## config.mk

```make
export PLATFORM = sky130hd
export DESIGN_NAME = nonce_dispenser
export DESIGN_NICKNAME = d
export VERILOG_FILES = /design/src/rtl/nonce_dispenser.sv
export SDC_FILE = /design/constraint.sdc
export NUM_CORES = 1
export LEC_CHECK = 0
export ABC_CLOCK_PERIOD_IN_PS = 4600
export BUFFER_PORTS_ARGS = -buffer_cell sky130_fd_sc_hd__buf_2
export CAP_MARGIN = 20
export CORE_UTILIZATION = 40
export CTS_CLUSTER_DIAMETER = 80
export DETAILED_ROUTE_END_ITERATION = 8
export PLACE_DENSITY = 0.73
export SETUP_SLACK_MARGIN = 0.15
export SKIP_LAST_GASP = 1
export SLEW_MARGIN = 5
export SYNTH_ARGS = -nofsm -noshare
export SYNTH_HDL_FRONTEND = slang
export SYNTH_SLANG_ARGS = --single-unit
```

## constraint.sdc

```tcl
create_clock -name clk -period 4.6 [get_ports clk]
set_clock_uncertainty 0.05 [all_clocks]
set_input_delay 0.92 -clock clk [delete_from_list [all_inputs] [get_ports clk]]
set_output_delay 0.92 -clock clk [all_outputs]
set_load 0.02 [all_outputs]
```

## src/rtl/nonce_dispenser.sv

```systemverilog
// Round-robin nonce dispenser: one shared counter hands consecutive nonces from a loaded
// [base, limit] range to NREQ requesting lanes, one registered grant per cycle.
module nonce_dispenser #(
    parameter int unsigned WIDTH     = 32,
    parameter int unsigned NREQ      = 4,
    parameter int unsigned IDW       = 2,
    parameter int unsigned INCREMENT = 1
) (
    input  logic             clk,
    input  logic             rst,
    input  logic             start,
    input  logic             abort,
    input  logic [WIDTH-1:0] base,
    input  logic [WIDTH-1:0] limit,
    input  logic [NREQ-1:0]  req,
    output logic [NREQ-1:0]  grant,
    output logic             grant_valid,
    output logic [IDW-1:0]   grant_id,
    output logic [WIDTH-1:0] nonce,
    output logic             busy,
    output logic             done
);

    typedef enum logic [1:0] {StIdle, StRun, StDone} state_e;

    state_e           state_q, state_d;
    logic [WIDTH-1:0] count_q;
    logic [WIDTH-1:0] lim_q, lim_d;
    logic [WIDTH-1:0] nonce_q, nonce_d;
    logic [NREQ-1:0]  grant_q, grant_d;
    logic             grant_valid_q, grant_valid_d;
    logic [IDW-1:0]   grant_id_q, grant_id_d;
    logic [IDW-1:0]   ptr_q, ptr_d;
    logic [IDW-1:0]   pick;
    logic             pick_found;
    logic [31:0]      idx;
    logic             done_q;
    logic             cnt_load, cnt_inc;
    logic [WIDTH:0]   sum;
    logic             exhausted;

    // One extra bit on the sum so a wrap past all-ones counts as exhaustion.
    assign sum       = {1'b0, count_q} + (WIDTH + 1)'(INCREMENT);
    assign exhausted = sum[WIDTH] | (sum[WIDTH-1:0] > lim_q);

    // Counter datapath: load takes priority over increment.
    always_ff @(posedge clk or posedge rst) begin
        if (rst) begin
            count_q <= '0;
        end else if (cnt_load) begin
            count_q <= base;
        end else if (cnt_inc) begin
            count_q <= sum[WIDTH-1:0];
        end
    end

    // First requesting lane at or after the round-robin pointer.
    always_comb begin
        pick_found = 1'b0;
        pick       = '0;
        idx        = '0;
        for (int i = 0; i < NREQ; i++) begin
            idx = (32'(ptr_q) + 32'(i)) % NREQ;
            if (!pick_found && req[idx[IDW-1:0]]) begin
                pick_found = 1'b1;
                pick       = idx[IDW-1:0];
            end
        end
    end

    always_comb begin
        state_d       = state_q;
        lim_d         = lim_q;
        ptr_d         = ptr_q;
        grant_d       = '0;
        grant_valid_d = 1'b0;
        grant_id_d    = grant_id_q;
        nonce_d       = nonce_q;
        cnt_load      = 1'b0;
        cnt_inc       = 1'b0;
        unique case (state_q)
            StIdle: begin
                if (start) begin
                    cnt_load = 1'b1;
                    lim_d    = limit;
                    state_d  = StRun;
                end
            end
            StRun: begin
                if (abort) begin
                    state_d = StDone;
                end else if (pick_found) begin
                    grant_d[pick] = 1'b1;
                    grant_valid_d = 1'b1;
                    grant_id_d    = pick;
                    nonce_d       = count_q;
                    cnt_inc       = 1'b1;
                    ptr_d         = (32'(pick) == NREQ - 1) ? '0 : pick + 1'b1;
                    if (exhausted) begin
                        state_d = StDone;
                    end
                end
            end
            StDone: state_d = StIdle;
            default: state_d = StIdle;
        endcase
    end

    always_ff @(posedge clk or posedge rst) begin
        if (rst) begin
            state_q       <= StIdle;
            lim_q         <= '0;
            ptr_q         <= '0;
            grant_q       <= '0;
            grant_valid_q <= 1'b0;
            grant_id_q    <= '0;
            nonce_q       <= '0;
            done_q        <= 1'b0;
        end else begin
            state_q       <= state_d;
            lim_q         <= lim_d;
            ptr_q         <= ptr_d;
            grant_q       <= grant_d;
            grant_valid_q <= grant_valid_d;
            grant_id_q    <= grant_id_d;
            nonce_q       <= nonce_d;
            done_q        <= (state_q == StDone);
        end
    end

    assign grant       = grant_q;
    assign grant_valid = grant_valid_q;
    assign grant_id    = grant_id_q;
    assign nonce       = nonce_q;
    assign busy        = (state_q == StRun);
    assign done        = done_q;

endmodule
```

After elaboration in Yosys (flattened, before gate mapping). Index checks and enable logic that the tools add are counted.

Equal/unequal tests: 6. Order comparisons: 7. Mux-type cells: 34. Bitwise gates (word level): 2. Reductions and logical operators: 12. Add/subtract/negate cells: 5.

Operators by type and width (number): $mux W32 (2); $add A32 B1 Y33 const B (1); $gt A32 B32 Y1 (1); $mux W2 (9); $lt A2 B3 Y1 const B (5); $mux W1 (14); $mux W4 (3); $bmux W1 S2 (4); $ne A3 B2 Y1 const B (2); $reduce_and A3 Y1 (2); $add A2 B1 Y2 const B (2); $add A2 B2 Y2 const B (2); $eq A2 B2 Y1 const B (2); $logic_and A1 B1 Y1 (4); $pmux W2 S2 (1); $logic_not A1 Y1 (3); $demux W1 S2 (1); $eq A2 B1 Y1 const B (1); $ge A2 B1 Y1 const B (1); $logic_not A2 Y1 (1); $ne A2 B2 Y1 const B (1); $reduce_and A2 Y1 (1); $reduce_bool A2 Y1 (1); $not A1 Y1 (1); $or A1 B1 Y1 (1).

Register bits: 108. Logic and storage cells: 75.

Logic depth before layout (Yosys ltp). Gate-level depths: netlist (run 1).

Word-level depth: 19. Mapped depth: 14.

Worst setup path before layout (run 1). No wires, ideal clock.

Path kind: register to register. Start: register count_q[0]. End: register state_q[0]. Cell stages (with the launch flop): 13. Setup time: 0.118 ns. Arrival: 2.838 ns. Required time: 4.432 ns. Slack: 1.594 ns. Cell sequence: dfrtp_1 -> ha_1 -> nand4_1 -> nor2_1 -> nand3_1 -> nor2_1 -> xor2_1 -> ha_1 -> nand4_1 -> nor4_1 -> o311ai_0 -> a32o_1 -> a21o_1.

Longest elaborated chain between the ends: 5.

RTL lines: start, declared (RTL line 27) `logic [WIDTH-1:0] count_q;`; start signal, assigned (RTL line 51) `count_q <= base;`; start signal, assigned (RTL line 53) `count_q <= sum[WIDTH-1:0];`; $add A32 B1 Y33 * (RTL line 43) `assign sum = {1'b0, count_q} + (WIDTH + 1)'(INCREMENT);`; $gt A32 B32 Y1 (RTL line 44) `assign exhausted = sum[WIDTH] | (sum[WIDTH-1:0] > lim_q);`; $or A1 B1 Y1 * (RTL line 44); $ne A3 B2 Y1 (no source line) *; $reduce_and A3 Y1 (no source line) *; end signal, assigned (RTL line 111) `state_q <= StIdle;`; end signal, assigned (RTL line 120) `state_q <= state_d;`; end, declared (RTL line 26) `state_e state_q, state_d;`.

Every way passes the cells marked *; elsewhere a longest branch is shown, timed or not. A chain may end at the register's enable or synchronous reset.

Final worst setup path (run 1). Ends and elaborated chain as after synthesis.

==> run summary, run 1 <==
# IOs = 113
largest net degree at the start of global routing = 87
first-pass GRT wire length = 24100 um
worst skew pair latency = 0.35 ns
Post-Syn Nets = 780
drt first pass iters = 5
Post-CTS Setup Bufs = 0
worst reg2reg path depth = 12
period utilization = 0.821
Max VDD drop = 0.000263 V
number of flops mapped to enable cells by yosys = 0
Routed Antenna Nets = 0
CTS root buffer = clkbuf_16
vias in the first global route = 4745
final setup violation count = 0
CP Max Fanout = 6
Clock transition at path regs = 0.07 ns
Row Count = 43
Initial Utilization = 0.415
top cells by area, synth = dfrtp_1 46%, nand2_1 11%, ha_1 7.9%
FF/Latch Area = 2700 um^2
final hold vios = 0
Post-synth top cells = 173 x nand2_1, 108 x dfrtp_1, 60 x o21ai_0
status = complete, no violations
synthesized area = 5830 um^2
GRT Residual Overflow = 0
Hold Slack = 0.421 ns
RSZ-0062 raised after global routing = no
Die ar. = 15100 um^2
Fill cells = 1384
post-synth cell types = 54
Vias = 4958
Synth Instances = 671
clock buffer depth = 2
post-route cell area = 6780 um^2
Slew @ Worst Pin = 0.784 ns
synth warn = 0
hold_buf cts = 0
total track usage = 0.210
share of the synthesized area in the top cell type = 0.463
most numerous cell in the Yosys netlist = nand2_1
critical setup path kind = reg -> reg
placed cell areas = 6520 um^2
share of layout cells above drive strength 1 = 0.188
DRT iter0 DRCs = 321
CP arrival = 3.98 ns
Startpoint Class = flip-flop
CTS tree = built
CTS resizes = 0
CTS buffer count = 9
DP Wirelength = 10900 um
leak pwr = 0.00338 uW
#FFs+latches synth = 108
utilization after layout = 0.483
Synth Area per Inst = 8.69 um^2
Final min period = 3.78 ns
Port-buffer cells = 112
Hold WC Path Type = reg -> reg
Area growth syn-to-layout = 16.3%
Core Area = 14000 um^2
fmax = 265 MHz
per-cell routed wire length = 15.6 um
Seq/Total Area, Yosys = 0.463
Hold Path Depth = 2
initial antenna violation count = 0
final total power = 4630 uW
multi-input logic area = 2830 um^2
vias per cell = 5.21
Top FF cell, synth = dfrtp_1
global placement routability congestion = 0.851
ant diodes = 0
Power Dens Cells = 682 nW/um^2
CTS H-tree lvls = 3
DIE WIDTH = 123 um
nets = 875
Yosys top cell by area = dfrtp_1
Setup crit end kind = flip-flop
Max Cap Violations = 0
TNS Setup = 0 ns
Die Ht = 123 um
CP required = 4.80 ns
ys async rst share = 1.00
Final Max Slew Viols = 0
drt total wl = 14900 um
Slew headroom = 0.477
# DRC = 0
CTS sink count = 108
## area by class of cell
cell class / count / share of cell area
clock inverter: 4 / 0.00387
sequential: 108 / 0.398
multi-input combinational: 488 / 0.417
timing repair buffer: 118 / 0.0893
clock buffer: 12 / 0.0349
inverter: 41 / 0.0231
tap: 180 / 0.0332
## stage by stage
| step | setup slack, ns | instances |
|---|---|---|
| CTS | 0.893 | 951 |
| detailed placement | 0.930 | 935 |
| floorplan | 0.784 | 671 |
| global placement | 1.09 | 935 |
| global route | 0.542 | 951 |
| finish | 0.824 | 951 |
## metal layers
metal  GRT usage  wire length, um
met1       0.290             6890
met2       0.327             6700
met3      0.0474             1010
met4      0.0633              271
met5           0                0
## kinds of logic (layout without fill, tap and decap cells)
| group | after synthesis | after routing | synth area share |
|---|---|---|---|
| flip-flops | 108 | 108 | 0.463 |
| AND/OR/NAND/NOR | 287 | 287 | 0.221 |
| buffers and inverters | 75 | 175 | 0.0519 |
| XOR/XNOR | 31 | 31 | 0.0465 |
| AO/OA/AOI/OAI | 133 | 133 | 0.138 |
| adder cells (fa/ha/maj) | 37 | 37 | 0.0794 |
## critical path, stage by stage (launching register included)
cell and delay (ns):
dfrtp_1 0.42, ha_1 0.29, nand4_1 0.18, nor2_1 0.42
nand3_1 0.28, nor2_1 0.21, xor2_1 0.09, ha_1 0.29
nand4_1 0.13, nor4_1 0.62, o311ai_0 0.27, a32o_1 0.28
a21o_1 0.15
## sequential cells by signal, indices dropped and copies added, names as in the netlist
name	cells
done	1
lim_q	32
grant	4
grant_id	2
grant_valid	1
nonce	32
state_q	2
ptr_q	2
count_q	32
## worst paths after layout
kind | slack [ns] | endpoint | start
setup reg to reg | 0.82 | state_q[0] | count_q[0]
min in group asynchronous | 0.62 | lim_q[8] | rst
hold / removal | 0.42 | nonce[25] | nonce[25]
setup / recovery | 0.82 | state_q[0] | count_q[0]
hold reg to reg | 0.42 | nonce[25] | nonce[25]
max in group asynchronous | 3.02 | nonce[27] | rst
## where the power goes
group	internal (uW)	leakage, uW	total (uW)	switching [uW]
logic	825	0.00192	2170	1350
clock network	367	0.000127	715	347
registers	1390	0.00134	1740	351
## cells in the final DEF, fill, tap and decap left out, types with 6 or more instances in the layout
cell and n:
buf_2 112, nor3_1 9, and2_1 7, ha_1 37
nand3_1 22, nand2_1 173, inv_1 39, o21ai_0 60
clkbuf_16 9, buf_4 6, nand4_1 10, xor2_1 11
a21oi_1 28, a21o_1 6, dfrtp_1 108, a221o_1 7
o22ai_1 8, xnor2_1 20, and3_1 7, nor2_1 32
Note: power is estimated with default switching activity, not from simulation.
==> run 2, diff against run 1 <==
- ABC_CLOCK_PERIOD_IN_PS: 4600 -> 3400
- PLACE_DENSITY: 0.73 -> 0.75
- clock period: 4.6 -> 3.4 ns (I/O delays scaled with it)
==> run 2 against run 1 <==
  * Total power grew 40%
  * Wire length shrank 0.89%
  * Clock power grew 54%
  * Clock-buffer cell count shrank 1
  * Worst setup slack lost 0.54 ns
  * Non-clock buffer count grew 11
  * Sequential cell count is the same
  * Die area is the same
  * Highest routed layer unchanged
==> run summary, run 2 (synthesis gave the netlist of run 1 again) <==
GRT Residual Overflow = 0 (unchanged)
worst r2r dst = state_q[0] (unchanged)
Final Max Slew Viols = 0 (unchanged)
TNS Setup = 0 ns (unchanged)
vias per cell = 5.25 (was 5.21)
Vias = 5048 (was 4958)
CP Max Fanout = 7 (was 6)
Global Route met1 Usage = 0.294 (was 0.290)
status = complete, no violations (unchanged)
global placement routability congestion = 0.844 (was 0.851)
Final min period = 3.12 ns (was 3.78 ns)
CP arrival = 3.32 ns (was 3.98 ns)
Setup crit end kind = flip-flop (unchanged)
initial antenna violation count = 0 (unchanged)
Die ar. = 15100 um^2 (unchanged)
leak pwr = 0.00347 uW (was 0.00338 uW)
Clock transition at path regs = 0.07 ns (about the same)
Area growth syn-to-layout = 20.0% (was 16.3%)
hold_buf cts = 0 (unchanged)
DIE WIDTH = 123 um (unchanged)
share of layout cells above drive strength 1 = 0.229 (was 0.188)
Power Dens Cells = 926 nW/um^2 (was 682 nW/um^2)
per-cell routed wire length = 15.3 um (was 15.6 um)
most common cell after layout, fill and taps aside = nand2_1 (unchanged)
Row Count = 43 (unchanged)
fmax = 321 MHz (was 265 MHz)
placed cells = 945 (was 935)
CTS root buffer = clkbuf_16 (unchanged)
CP required = 3.60 ns (was 4.80 ns)
total track usage = 0.206 (was 0.210)
worst skew pair latency = 0.36 ns (was 0.35 ns)
met3 Usage GRT = 0.0349 (was 0.0474)
# DRC = 0 (unchanged)
clock buffer depth = 2 (unchanged)
Startpoint Class = flip-flop (unchanged)
period utilization = 0.918 (was 0.821)
DRT iter0 DRCs = 380 (was 321)
CTS buffer count = 9 (unchanged)
worst r2r src = count_q[10] (was count_q[0])
RSZ-0062 raised after global routing = no (unchanged)
Max Cap Violations = 0 (unchanged)
Initial Utilization = 0.415 (unchanged)
Die Ht = 123 um (unchanged)
worst reg2reg path depth = 12 (unchanged)
FF/Latch Area = 2710 um^2 (was 2700 um^2)
DP Wirelength = 10600 um (was 10900 um)
critical setup path kind = reg -> reg (unchanged)
fin cells = 962 (was 951)
Core Area = 14000 um^2 (unchanged)
slowest stage delay, CP = 0.43 ns (was 0.62 ns)
final hold vios = 0 (unchanged)
Slew headroom = 0.476 (was 0.477)
ant diodes = 0 (unchanged)
Fill cells = 1348 (was 1384)
nets = 886 (was 875)
M2 GR Usage = 0.312 (was 0.327)
CTS H-tree lvls = 3 (unchanged)
first-pass GRT wire length = 23500 um (was 24100 um)
Hold WC Path Type = in -> async (was reg -> reg)
drt first pass iters = 6 (was 5)
largest net degree at the start of global routing = 109 (was 87)
Top delay family on crit path = simple AND/OR/NAND/NOR gates (unchanged)
vias in the first global route = 4703 (was 4745)
R2R setup slack = 0.28 ns (was 0.82 ns)
CTS tree = built (unchanged)
Port-buffer cells = 112 (unchanged)
Critical path buffers and inverters = 1 (was 0)
grt peak-use layer = met2 (unchanged)
# IOs = 113 (unchanged)
commonest cells after routing, fill and taps aside = 173 x nand2_1, 112 x buf_2, 102 x dfrtp_1 (was 173 x nand2_1, 112 x buf_2, 108 x dfrtp_1)
final setup violation count = 0 (unchanged)
Slew @ Worst Pin = 0.786 ns (was 0.784 ns)
Slowest-stage cell, CP = dfrtp_2 (was nor4_1)
CTS sink count = 108 (unchanged)
Routed Antenna Nets = 0 (unchanged)
multi-input logic area = 2880 um^2 (was 2830 um^2)
Max VDD drop = 0.000333 V (was 0.000263 V)
most frequent CP cell = nand4_1
drt total wl = 14700 um (was 14900 um)
Cell Chain, Critical Path = and4_4 > and2_2 > nand4_1 > nor2_2 > xor2_1 > ha_1 > nand4_1 > nor4_2 > buf_4 > o311ai_0 > a32o_1 > a21o_1 (was ha_1 > nand4_1 > nor2_1 > nand3_1 > nor2_1 > xor2_1 > ha_1 > nand4_1 > nor4_1 > o311ai_0 > a32o_1 > a21o_1)
-- run 2: power breakdown --
group / switching [uW] / leakage (uW) / total, uW / internal (uW)
combinational: 1870 / 0.00199 / 3060 / 1190
clock: 483 / 0.000152 / 1100 / 613
sequential: 438 / 0.00133 / 2330 / 1890
total: 2790 / 0.00347 / 6480 / 3690
-- run 2: how the worst max path moves through the flow --
stage | start | slack (ns) | to | cells past startpoint
after floorplan | count_q[0] | 0.39 | state_q[0] | 12
after detailed placement | count_q[0] | 0.19 | state_q[0] | 12
final | count_q[10] | 0.28 | state_q[0] | 12
after CTS | count_q[4] | 0.19 | state_q[0] | 12
after global routing | count_q[11] | 0.16 | state_q[0] | 12
after global placement | count_q[9] | 0.28 | state_q[0] | 12
-- run 2: timing repair --
action,CTS,global route
endpoints found under the setup margin,1,2
gates resized for setup,2,20
buffers inserted,0,1
pin swaps,0,4
gates cloned,0,0
-- run 2: final cells by class --
type	instances	share of cell area
Tap cell	180	0.0322
Inverter	41	0.0225
Clock buffer	11	0.0361
Multi-Input combinational cell	488	0.412
Clock inverter	5	0.00858
Sequential cell	108	0.387
Timing Repair Buffer	129	0.102
-- run 2: per-stage QoR --
step / area, um^2 / power (uW) / util / setup slack, ns / hold slack [ns]
2_1_floorplan: 5840 / 4450 / - / 0.394 / 0.382
3_3_place_gp: 6620 / 5270 / 0.472 / 0.281 / 0.404
3_5_place_dp: 6620 / 5350 / 0.472 / 0.187 / 0.410
4_1_cts: 6940 / 6470 / 0.494 / 0.190 / 0.425
5_1_grt: 7000 / 7030 / 0.499 / 0.161 / 0.440
6_report: 7000 / 6480 / 0.499 / 0.280 / 0.420
-- run 2: tightest hold or removal path, stage by stage --
cell        delay, ns
buf_2            0.11
clkinvlp_4       0.07
buf_12           0.42
-- run 2: routing by layer --
| layer | share of wire | vias to the layer above |
|---|---|---|
| met5 | 0 | - |
| met4 | 0.019 | 0 |
| li1 | - | 2486 |
| met1 | 0.47 | 2393 |
| met2 | 0.45 | 150 |
| met3 | 0.060 | 19 |
